### config.mk
export PLATFORM = sky130hd
export DESIGN_NAME = sync_fifo_mc_regs
export DESIGN_NICKNAME = d
export VERILOG_FILES = /design/src/rtl/sync_fifo_mc_regs.sv
export SDC_FILE = /design/constraint.sdc
export NUM_CORES = 2
export LEC_CHECK = 0
export CORE_AREA = 2 2 287 573
export CTS_BUF_LIST = sky130_fd_sc_hd__clkbuf_4
export DETAILED_ROUTE_END_ITERATION = 16
export DIE_AREA = 0 0 289 575
export GPL_TIMING_DRIVEN = 0
export PLACE_DENSITY_LB_ADDON = 0.15
export REMOVE_ABC_BUFFERS = 1
export SLEW_MARGIN = 15
export SYNTH_ARGS = -nofsm -noshare
export SYNTH_HDL_FRONTEND = slang
export SYNTH_SLANG_ARGS = --single-unit
### constraint.sdc
create_clock -name clk -period 12.3 [get_ports clk]
set_clock_uncertainty 0.2 [all_clocks]
set_input_delay 2.46 -clock clk [delete_from_list [all_inputs] [get_ports clk]]
set_output_delay 2.46 -clock clk [all_outputs]
set_load 0.02 [all_outputs]
### src/rtl/sync_fifo_mc_regs.sv
// rtl/sync_fifo_mc_regs.sv - multi-channel register-mapped synchronous FIFO with W1C interrupt block
module sync_fifo_mc_regs #(
    parameter int ADDR_WIDTH = 32,
    parameter int DATA_WIDTH = 32,
    parameter int NUM_CH     = 4,
    parameter int FIFO_DEPTH = 16,
    parameter int AF_RESET   = FIFO_DEPTH - 1,
    parameter int AE_RESET   = 1
) (
    input  logic                  clk,
    input  logic                  rst,
    input  logic [ADDR_WIDTH-1:0] reg_addr,
    input  logic [31:0]           reg_wdata,
    input  logic [3:0]            reg_be,
    input  logic                  reg_we,
    input  logic                  reg_re,
    output logic [31:0]           reg_rdata,
    output logic                  irq
);
    localparam int PW = $clog2(FIFO_DEPTH);
    localparam int LW = PW + 1;
    localparam int IW = 4 * NUM_CH;
    localparam logic [LW-1:0] AF_INIT = LW'(AF_RESET);
    localparam logic [LW-1:0] AE_INIT = LW'(AE_RESET);

    logic [8:0] a;
    assign a = reg_addr[8:0];

    // Byte enables and address bits above [8] carry no meaning here.
    logic unused_bits;
    assign unused_bits = ^{reg_be, reg_addr, reg_wdata};

    logic [NUM_CH-1:0]       ch_sel;
    logic [NUM_CH-1:0][31:0] ch_data_rd;
    logic [NUM_CH-1:0][31:0] ch_status_rd;
    logic [NUM_CH-1:0][31:0] ch_ctrl_rd;
    logic [NUM_CH-1:0][31:0] ch_thresh_rd;
    logic [IW-1:0]           irq_set;
    logic [IW-1:0]           irq_status;
    logic [IW-1:0]           irq_enable;

    for (genvar c = 0; c < NUM_CH; c++) begin : g_ch
        logic [DATA_WIDTH-1:0] mem [FIFO_DEPTH];
        logic [PW-1:0] wr_ptr, rd_ptr;
        logic [LW-1:0] level, level_nxt, max_level, ae_thr, af_thr;
        logic ovf, udf, af_prev, ae_prev;
        logic push_req, pop_req, ctrl_wr, thr_wr;
        logic do_push, do_pop, flush, full, empty, ae, af;
        logic ovf_evt, udf_evt;

        assign ch_sel[c] = !a[8] && (a[7:4] == 4'(c)) && (a[1:0] == 2'b00);
        assign push_req  = reg_we && ch_sel[c] && (a[3:2] == 2'd0);
        assign pop_req   = reg_re && ch_sel[c] && (a[3:2] == 2'd0);
        assign ctrl_wr   = reg_we && ch_sel[c] && (a[3:2] == 2'd2);
        assign thr_wr    = reg_we && ch_sel[c] && (a[3:2] == 2'd3);

        assign empty   = (level == '0);
        assign full    = (level == LW'(FIFO_DEPTH));
        assign ae      = (level <= ae_thr);
        assign af      = (level >= af_thr);
        assign flush   = ctrl_wr && reg_wdata[0];
        // A pop in the same cycle frees the slot, so a push to a full FIFO still lands.
        assign do_pop  = pop_req && !empty;
        assign do_push = push_req && (!full || do_pop);
        assign ovf_evt = push_req && full && !do_pop;
        assign udf_evt = pop_req && empty;

        always_comb begin
            level_nxt = level;
            if (flush)
                level_nxt = '0;
            else if (do_push && !do_pop)
                level_nxt = level + LW'(1);
            else if (do_pop && !do_push)
                level_nxt = level - LW'(1);
        end

        always_ff @(posedge clk) begin
            if (rst) begin
                wr_ptr    <= '0;
                rd_ptr    <= '0;
                level     <= '0;
                max_level <= '0;
                ovf       <= 1'b0;
                udf       <= 1'b0;
                ae_thr    <= AE_INIT;
                af_thr    <= AF_INIT;
                // History matches the post-reset flags so reset itself is not an edge.
                af_prev   <= (AF_INIT == '0);
                ae_prev   <= 1'b1;
            end else begin
                if (flush) begin
                    wr_ptr <= '0;
                    rd_ptr <= '0;
                end else begin
                    if (do_push) wr_ptr <= wr_ptr + PW'(1);
                    if (do_pop)  rd_ptr <= rd_ptr + PW'(1);
                end
                level <= level_nxt;
                if (ctrl_wr && reg_wdata[2])
                    max_level <= level_nxt;
                else if (level_nxt > max_level)
                    max_level <= level_nxt;
                ovf <= (ovf && !(ctrl_wr && reg_wdata[1])) || ovf_evt;
                udf <= (udf && !(ctrl_wr && reg_wdata[1])) || udf_evt;
                if (thr_wr) begin
                    ae_thr <= reg_wdata[LW-1:0];
                    af_thr <= reg_wdata[16 +: LW];
                end
                af_prev <= af;
                ae_prev <= ae;
            end
        end

        always_ff @(posedge clk) begin
            if (do_push && !flush)
                mem[wr_ptr] <= reg_wdata[DATA_WIDTH-1:0];
        end

        assign ch_data_rd[c]   = empty ? 32'd0 : 32'(mem[rd_ptr]);
        assign ch_status_rd[c] = {16'(level), 10'd0, udf, ovf, af, ae, full, empty};
        assign ch_ctrl_rd[c]   = {16'(max_level), 16'd0};
        assign ch_thresh_rd[c] = {16'(af_thr), 16'(ae_thr)};
        assign irq_set[4*c +: 4] = {ae && !ae_prev, af && !af_prev, udf_evt, ovf_evt};
    end

    always_ff @(posedge clk) begin
        if (rst) begin
            irq_status <= '0;
            irq_enable <= '0;
        end else begin
            // New events win over a same-cycle write-1-to-clear.
            irq_status <= (irq_status & ~((reg_we && a == 9'h100) ? reg_wdata[IW-1:0] : '0)) | irq_set;
            if (reg_we && a == 9'h104)
                irq_enable <= reg_wdata[IW-1:0];
        end
    end

    assign irq = |(irq_status & irq_enable);

    always_comb begin
        reg_rdata = '0;
        if (a == 9'h100)
            reg_rdata = 32'(irq_status);
        else if (a == 9'h104)
            reg_rdata = 32'(irq_enable);
        else begin
            for (int c = 0; c < NUM_CH; c++) begin
                if (ch_sel[c]) begin
                    case (a[3:2])
                        2'd0:    reg_rdata = ch_data_rd[c];
                        2'd1:    reg_rdata = ch_status_rd[c];
                        2'd2:    reg_rdata = ch_ctrl_rd[c];
                        default: reg_rdata = ch_thresh_rd[c];
                    endcase
                end
            end
        end
    end
endmodule

### Word level (Yosys, flattened, before mapping)

Memory sizes are Yosys's and may differ from the RTL's. A register that Yosys moved wholly into a read port is not among the register bits.
Index checks and enable logic that the tools add are counted.

| word-level totals | value |
|---|---|
| bits in writable memories | 2,048 |
| input bits | 72 |
| memories | 4 |
| register bits after elaboration | 160 |
| output and inout bits | 33 |
| word-level logic and storage cells | 296 |

Memories:

| name | words | bits a word | rd ports | clocked after memory_dff | wr ports | RTL line | RTL |
|---|---|---|---|---|---|---|---|
| g_ch[0].mem | 16 | 32 | 1 | 1 | 1 | 43 | `logic [DATA_WIDTH-1:0] mem [FIFO_DEPTH];` |
| g_ch[1].mem | 16 | 32 | 1 | 1 | 1 | 43 |  |
| g_ch[2].mem | 16 | 32 | 1 | 1 | 1 | 43 |  |
| g_ch[3].mem | 16 | 32 | 1 | 1 | 1 | 43 |  |

| cells by class | value |
|---|---|
| $lt $le $gt $ge | 12 |
| reductions and logical operators | 155 |
| equality and inequality tests | 12 |
| add/subtract/negate cells | 16 |
| bitwise operators | 4 |
| multiplexer cells | 51 |

Operators by type and width:

| operator | number |
|---|---|
| 32-bit case mux with 3 select lines | 4 |
| 32-bit 2-to-1 mux | 10 |
| 5-bit 2-to-1 mux | 20 |
| 1-bit logical AND | 94 |
| 1-bit logical NOT | 33 |
| 4-bit by 1-bit adder with 4-bit output, second input constant | 8 |
| 16-bit AND | 2 |
| 4-bit 2-to-1 mux | 8 |
| 5-bit by 1-bit adder with 5-bit output, second input constant | 4 |
| 5-bit equality test, second input constant | 4 |
| 5-bit >= comparator | 4 |
| 5-bit greater-than comparator | 4 |
| 5-bit less-or-equal comparator | 4 |
| 5-bit logical NOT | 4 |
| 5-bit by 1-bit subtractor with 5-bit output, second input constant | 4 |
| 9-bit equality test, second input constant | 2 |
| 16-bit 2-to-1 mux | 1 |
| 16-bit inverter | 1 |
| 16-bit OR | 1 |
| 16-bit OR reduction | 1 |
| 1-bit logical OR | 12 |
| 4-bit by 2-bit equality test with 1-bit output, second input constant | 2 |
| 1-bit 2-to-1 mux | 8 |
| 2-bit nonzero test | 4 |
| other kinds (6) | 11 |

### Depth between registers and ports, before layout

| logic depth | value |
|---|---|
| depth after elaboration | 16 |
| mapped depth | 18 |
| depth with buffers taken out | 17 |

### Worst setup path before layout

OpenSTA, ideal clock, no wires.

| timing path | value |
|---|---|
| kind | in2reg |
| start point | in reg_addr[6] |
| end point | mem g_ch[3].mem[0][0] (enable) |
| setup slack | 4.645 ns |
| cell stages on the path | 7 |
| data required time | 11.599 ns |
| setup time | 0.501 ns |
| data arrival time | 6.954 ns |
| buffers on the path | 2 |
| path through | or4_1 buf_2 nor2_1 nand3_1 or3_1 buf_2 nor4_1 |

| between the ends | value |
|---|---|
| word-level cells in the longest chain between the ends | 11 |
| elaborated cells on any way between the ends | 16 |
| classes of those cells | 1 x eq/ne; 2 x mux; 13 x reduce/logical |

RTL lines:

| what | RTL line | RTL |
|---|---|---|
| start: declaration | 12 | `input logic [ADDR_WIDTH-1:0] reg_addr,` |
| 4-bit by 2-bit equality test with 1-bit output (*) | 51 | `assign ch_sel[c] = !a[8] && (a[7:4] == 4'(c)) && (a[1:0] == 2'b00);` |
| 1-bit logical AND (*) (2 in series) | 51 |  |
| 1-bit logical AND (2 in series) | 53 | `assign pop_req = reg_re && ch_sel[c] && (a[3:2] == 2'd0);` |
| 1-bit logical AND | 63 | `assign do_pop = pop_req && !empty;` |
| 1-bit logical OR | 64 | `assign do_push = push_req && (!full \|\| do_pop);` |
| 1-bit logical AND | 64 |  |
| 1-bit logical AND (*) | 116 | `if (do_push && !flush)` |
| 1-bit 2-to-1 mux (*) | 116 |  |
| 1-bit 2-to-1 mux (not written as such) (*) | 117 | `mem[wr_ptr] <= reg_wdata[DATA_WIDTH-1:0];` |
| end: declaration | 43 |  |

Mark *: on every way between the ends. The rest lies on a longest branch, timed or not.

### Worst setup path after layout

| timing path | value |
|---|---|
| start point | in reg_addr[5] |
| end point | out reg_rdata[3] |

| between the ends | value |
|---|---|
| word-level cells in the longest chain between the ends | 9 |
| elaborated cells on any way between the ends | 20 |
| classes of those cells | 5 x eq/ne; 6 x mux; 9 x reduce/logical |

RTL lines:

| what | RTL line | RTL |
|---|---|---|
| 4-bit logical NOT | 51 |  |
| 1-bit logical AND (2 in series) | 51 |  |
| 32-bit 2-to-1 mux (4 in series) | 149 | `if (ch_sel[c]) begin` |
| 32-bit 2-to-1 mux | 145 | `else if (a == 9'h104)` |
| 32-bit 2-to-1 mux (*) | 143 | `if (a == 9'h100)` |
| end: declaration | 17 | `output logic [31:0] reg_rdata,` |

Marked as above.

==> metrics.md <==
| Metric | Value |
|---|---|
| Status | finished clean |
| 1st-iter DRT viols | 4,626 |
| Final worst slack | 1.353 ns |
| Cell row count | 209 |
| Net count, final | 5,326 |
| Max_cap viols | 0 |
| Post-Synthesis Cells | 4,658 |
| GRT Residual Overflow | 0 |
| Sequential share of the synthesized area | between 70 and 80% |
| I/O Pins | 105 |
| Clock power share | between 30% and 40% |
| Post-synth ARST share | 0% |
| Area leader, netlist | edfxtp_1 |
| Clock buffer depth | 4 |
| Pwr Density | ~140 mW/mm^2 |
| Max layer used | met5 |
| Final Hold Fails | 0 |
| Post-synthesis simple-gate area fraction | 4.112% |
| Sequential Power Share | 59.1% |
| Total track usage | approximately 29% |
| Post-Syn Area | 0.08855 mm^2 |
| P_int | approximately 11 mW |
| Fin cells | 7,644 |
| Sw Share | about a fifth |
| Fill cells | roughly 12,000 |
| Mean Syn Cell Area | 19.01 um^2 |
| Slew @ Worst Pin | approximately 1.3 ns |
| Post-Route M1 WL | approximately 86 mm |
| Fin crit period | 10.95 ns |
| TritonCTS Sinks | approximately 2,200 |
| Met3 WL | 14.96 mm |
| Layout cells sized above 1 | 29.85% |
| Post-Route WL | about 240 mm |
| Count leader, synth | edfxtp_1 |
| Met2 wire len | 122.6 mm |
| DP HPWL | roughly 150 mm |
| Hold buffers post-CTS | 0 |
| ANT nets after route | 0 |
| Initial Util | 54.79% |
| Global placement routability congestion | 0.9285 |
| Die height | 575 um |
| Worst slack, placed | 1.452 ns |
| CTS tree | yes |
| Ys Warns | 0 |
| Hold Path Class | register to register |
| Root Buffer | clkbuf_4 |
| Postcts setup bufs | 0 |
| Largest family of logic cells by synthesized area | multiplexers |
| Pre-antenna DRT Iters | 7 |
| Skew-Pair Late Insertion Delay | around 1.3 ns |
| Arr. time, crit path | 8.29 ns |
| Drt drc | 0 |
| Synth top cells by count | edfxtp_1 (2,048), mux4_2 (531), nor2_1 (228) |
| Synth Area in Compound Gates | 3.871% |
| Routed len/inst | 31.15 um |
| Core Footprint | 0.1616 mm^2 |
| Setup TNS | 0 ns |
| Vias in the first global route | roughly 49,000 |
| Mux contribution to synthesized area | 15.34% |
| Part of the power in combinational logic | 1.6% |
| Xor/xnor cell area share of the yosys netlist | 0.3956% |
| Die width | 289 um |
| Number of port buffers | 77 |
| Worst slew margin | roughly 15% |
| Static leakage | 31.62 nW |
| Synth unique cells | 82 |
| Number of flops mapped to enable cells by yosys | 2,048 |
| Initial antenna violation count | 11 |
| RSZ-0062 raised after global routing | no |
| Critical-path maximum fanout | 22 |
| First-pass GRT wire length | 340.2 mm |
| Sw power | roughly 3 mW |
| Adder-Cell Fraction of Synth Area | 1.300% |
| CP Class | input pin to primary output |
| Post-CTS Resized | 0 |
| Post-Place Cells | 6,799 |
| Slew Viols, Final | 0 |
| Crit. End Element | primary output |
| Worst-case vdd ir drop | 0.07235 mV |
| Die ar. | between 0.15 and 0.2 mm^2 |
| Clock-pin slew on the worst setup and hold paths | 0.07 ns |
| Top_reg_cell synth | edfxtp_1 |
| CP required | 9.64 ns |
| Fmax | around 91 MHz |
| # setup viols final | 0 |
| Largest net degree at the start of global routing | 69 |
| Routed vias | 48,040 |
| Area delta synth->final | 13.85% |
| Startpoint Class | input pin |
| Top cell type's share of synthesized area | 69.45% |
| Clock buffers created by TritonCTS | 471 |
| Yosys reg bits | 2,224 |
| Top area cells in the synthesized netlist | edfxtp_1 (69%), mux4_2 (14%), dfxtp_1 (4.0%), mux2i_1 (1.5%), ha_1 (1.3%) |
| DR vias/cell | 6.284 |
| Final period util | 89.00% |
| H-tree levels | 5 |
-- sequential cells by signal (all words and copies together), names as in the netlist, named ones only --
name and count:
g_ch.ae_prev 4, g_ch.ae_thr 20, g_ch.af_prev 4, g_ch.af_thr 20
g_ch.level 20, g_ch.max_level 20, g_ch.mem 2048, g_ch.ovf 4
g_ch.rd_ptr 16, g_ch.udf 4, g_ch.wr_ptr 16, irq_enable 16
irq_status 16
-- worst paths after layout --
check                                       start                   end  slack (ns)  cells after the start
worst max-delay path                  reg_addr[5]          reg_rdata[3]        1.35                      9
worst min-delay path            g_ch[2].ae_thr[2]     g_ch[2].ae_thr[2]        0.26                      2
worst max register to register   g_ch[2].level[0]  g_ch[2].max_level[4]        7.31                     17
worst min register to register  g_ch[2].ae_thr[2]     g_ch[2].ae_thr[2]        0.26                      2
-- per-stage QoR --
step / cell area (um^2) / hold WS [ns] / power (mW) / utilization [%]
global placement: 90890 / 0.2412 / 8.624 / 56.24
CTS: 100800 / 0.2582 / 14.06 / 62.36
finish: 100800 / 0.2577 / 13.94 / 62.38
floorplan: 87480 / 0.2303 / 8.434 / -
detailed placement: 94830 / 0.2479 / 8.625 / 58.68
global route: 100800 / 0.2890 / 14.41 / 62.38
-- cell type report --
class	count	area, um^2	area share [%]
Sequential cell	2224	65080	64.56
Multi-Input combinational cell	2095	22670	22.49
Clock buffer	670	5030	4.989
Timing Repair Buffer	288	4155	4.122
Tap cell	2110	2640	2.619
Clock inverter	168	910.9	0.9035
Inverter	82	307.8	0.3053
Antenna cell	7	17.52	0.01738
-- power by group through the flow --
stage	Clock (mW)	Combinational, mW	Sequential (mW)
floorplan	0	0.0253	8.41
global placement	0	0.194	8.43
detailed placement	0	0.222	8.40
CTS	5.61	0.221	8.23
global route	5.95	0.234	8.23
finish	5.48	0.224	8.23
-- critical path, cell delays in order --
cell             delay, ns
clkdlybuf4s50_1       0.89
or3_1                 0.63
nor2_1                0.79
nand2_1               0.99
o31ai_1               1.01
a41o_1                0.17
nor4_1                0.14
a221oi_1              0.47
clkdlybuf4s50_1       0.70
-- routing by layer --
| layer | GRT usage [%] | vias to the layer above |
|---|---|---|
| li1 | - | 20340 |
| met5 | 0 | - |
| met2 | 49.21 | 2013 |
| met1 | 35.55 | 25160 |
| met3 | 5.056 | 518 |
| met4 | 15.58 | 8 |
-- placed cells by master, fill, tap and decap left out, drive strengths merged, types with 11 or more instances in the layout --
cell	instances
and2	15
clkdlybuf4s50	42
a211oi	80
o22ai	24
nand2	219
o21ai	70
a2111oi	12
or2	14
mux4	531
mux2	25
ha	92
nand3b	11
mux2i	134
a211o	12
nand4	17
nor3	46
a22oi	27
xnor2	19
dfxtp	176
o211ai	11
inv	87
nor4	17
a22o	13
buf	246
a31oi	21
a21oi	160
clkinv	153
and3	12
nor2b	69
edfxtp	2048
xor2	21
nand3	57
nor2	228
clkbuf	670
nand2b	20
-- cell families after synthesis --
logic type	after synthesis
AO/OA/AOI/OAI	516
XOR/XNOR	40
adder cells (fa/ha/maj)	92
buffers and inverters	339
flip-flops	2224
multiplexers	690
AND/OR/NAND/NOR	757
No activity file was read; power rests on OpenSTA's default activity.
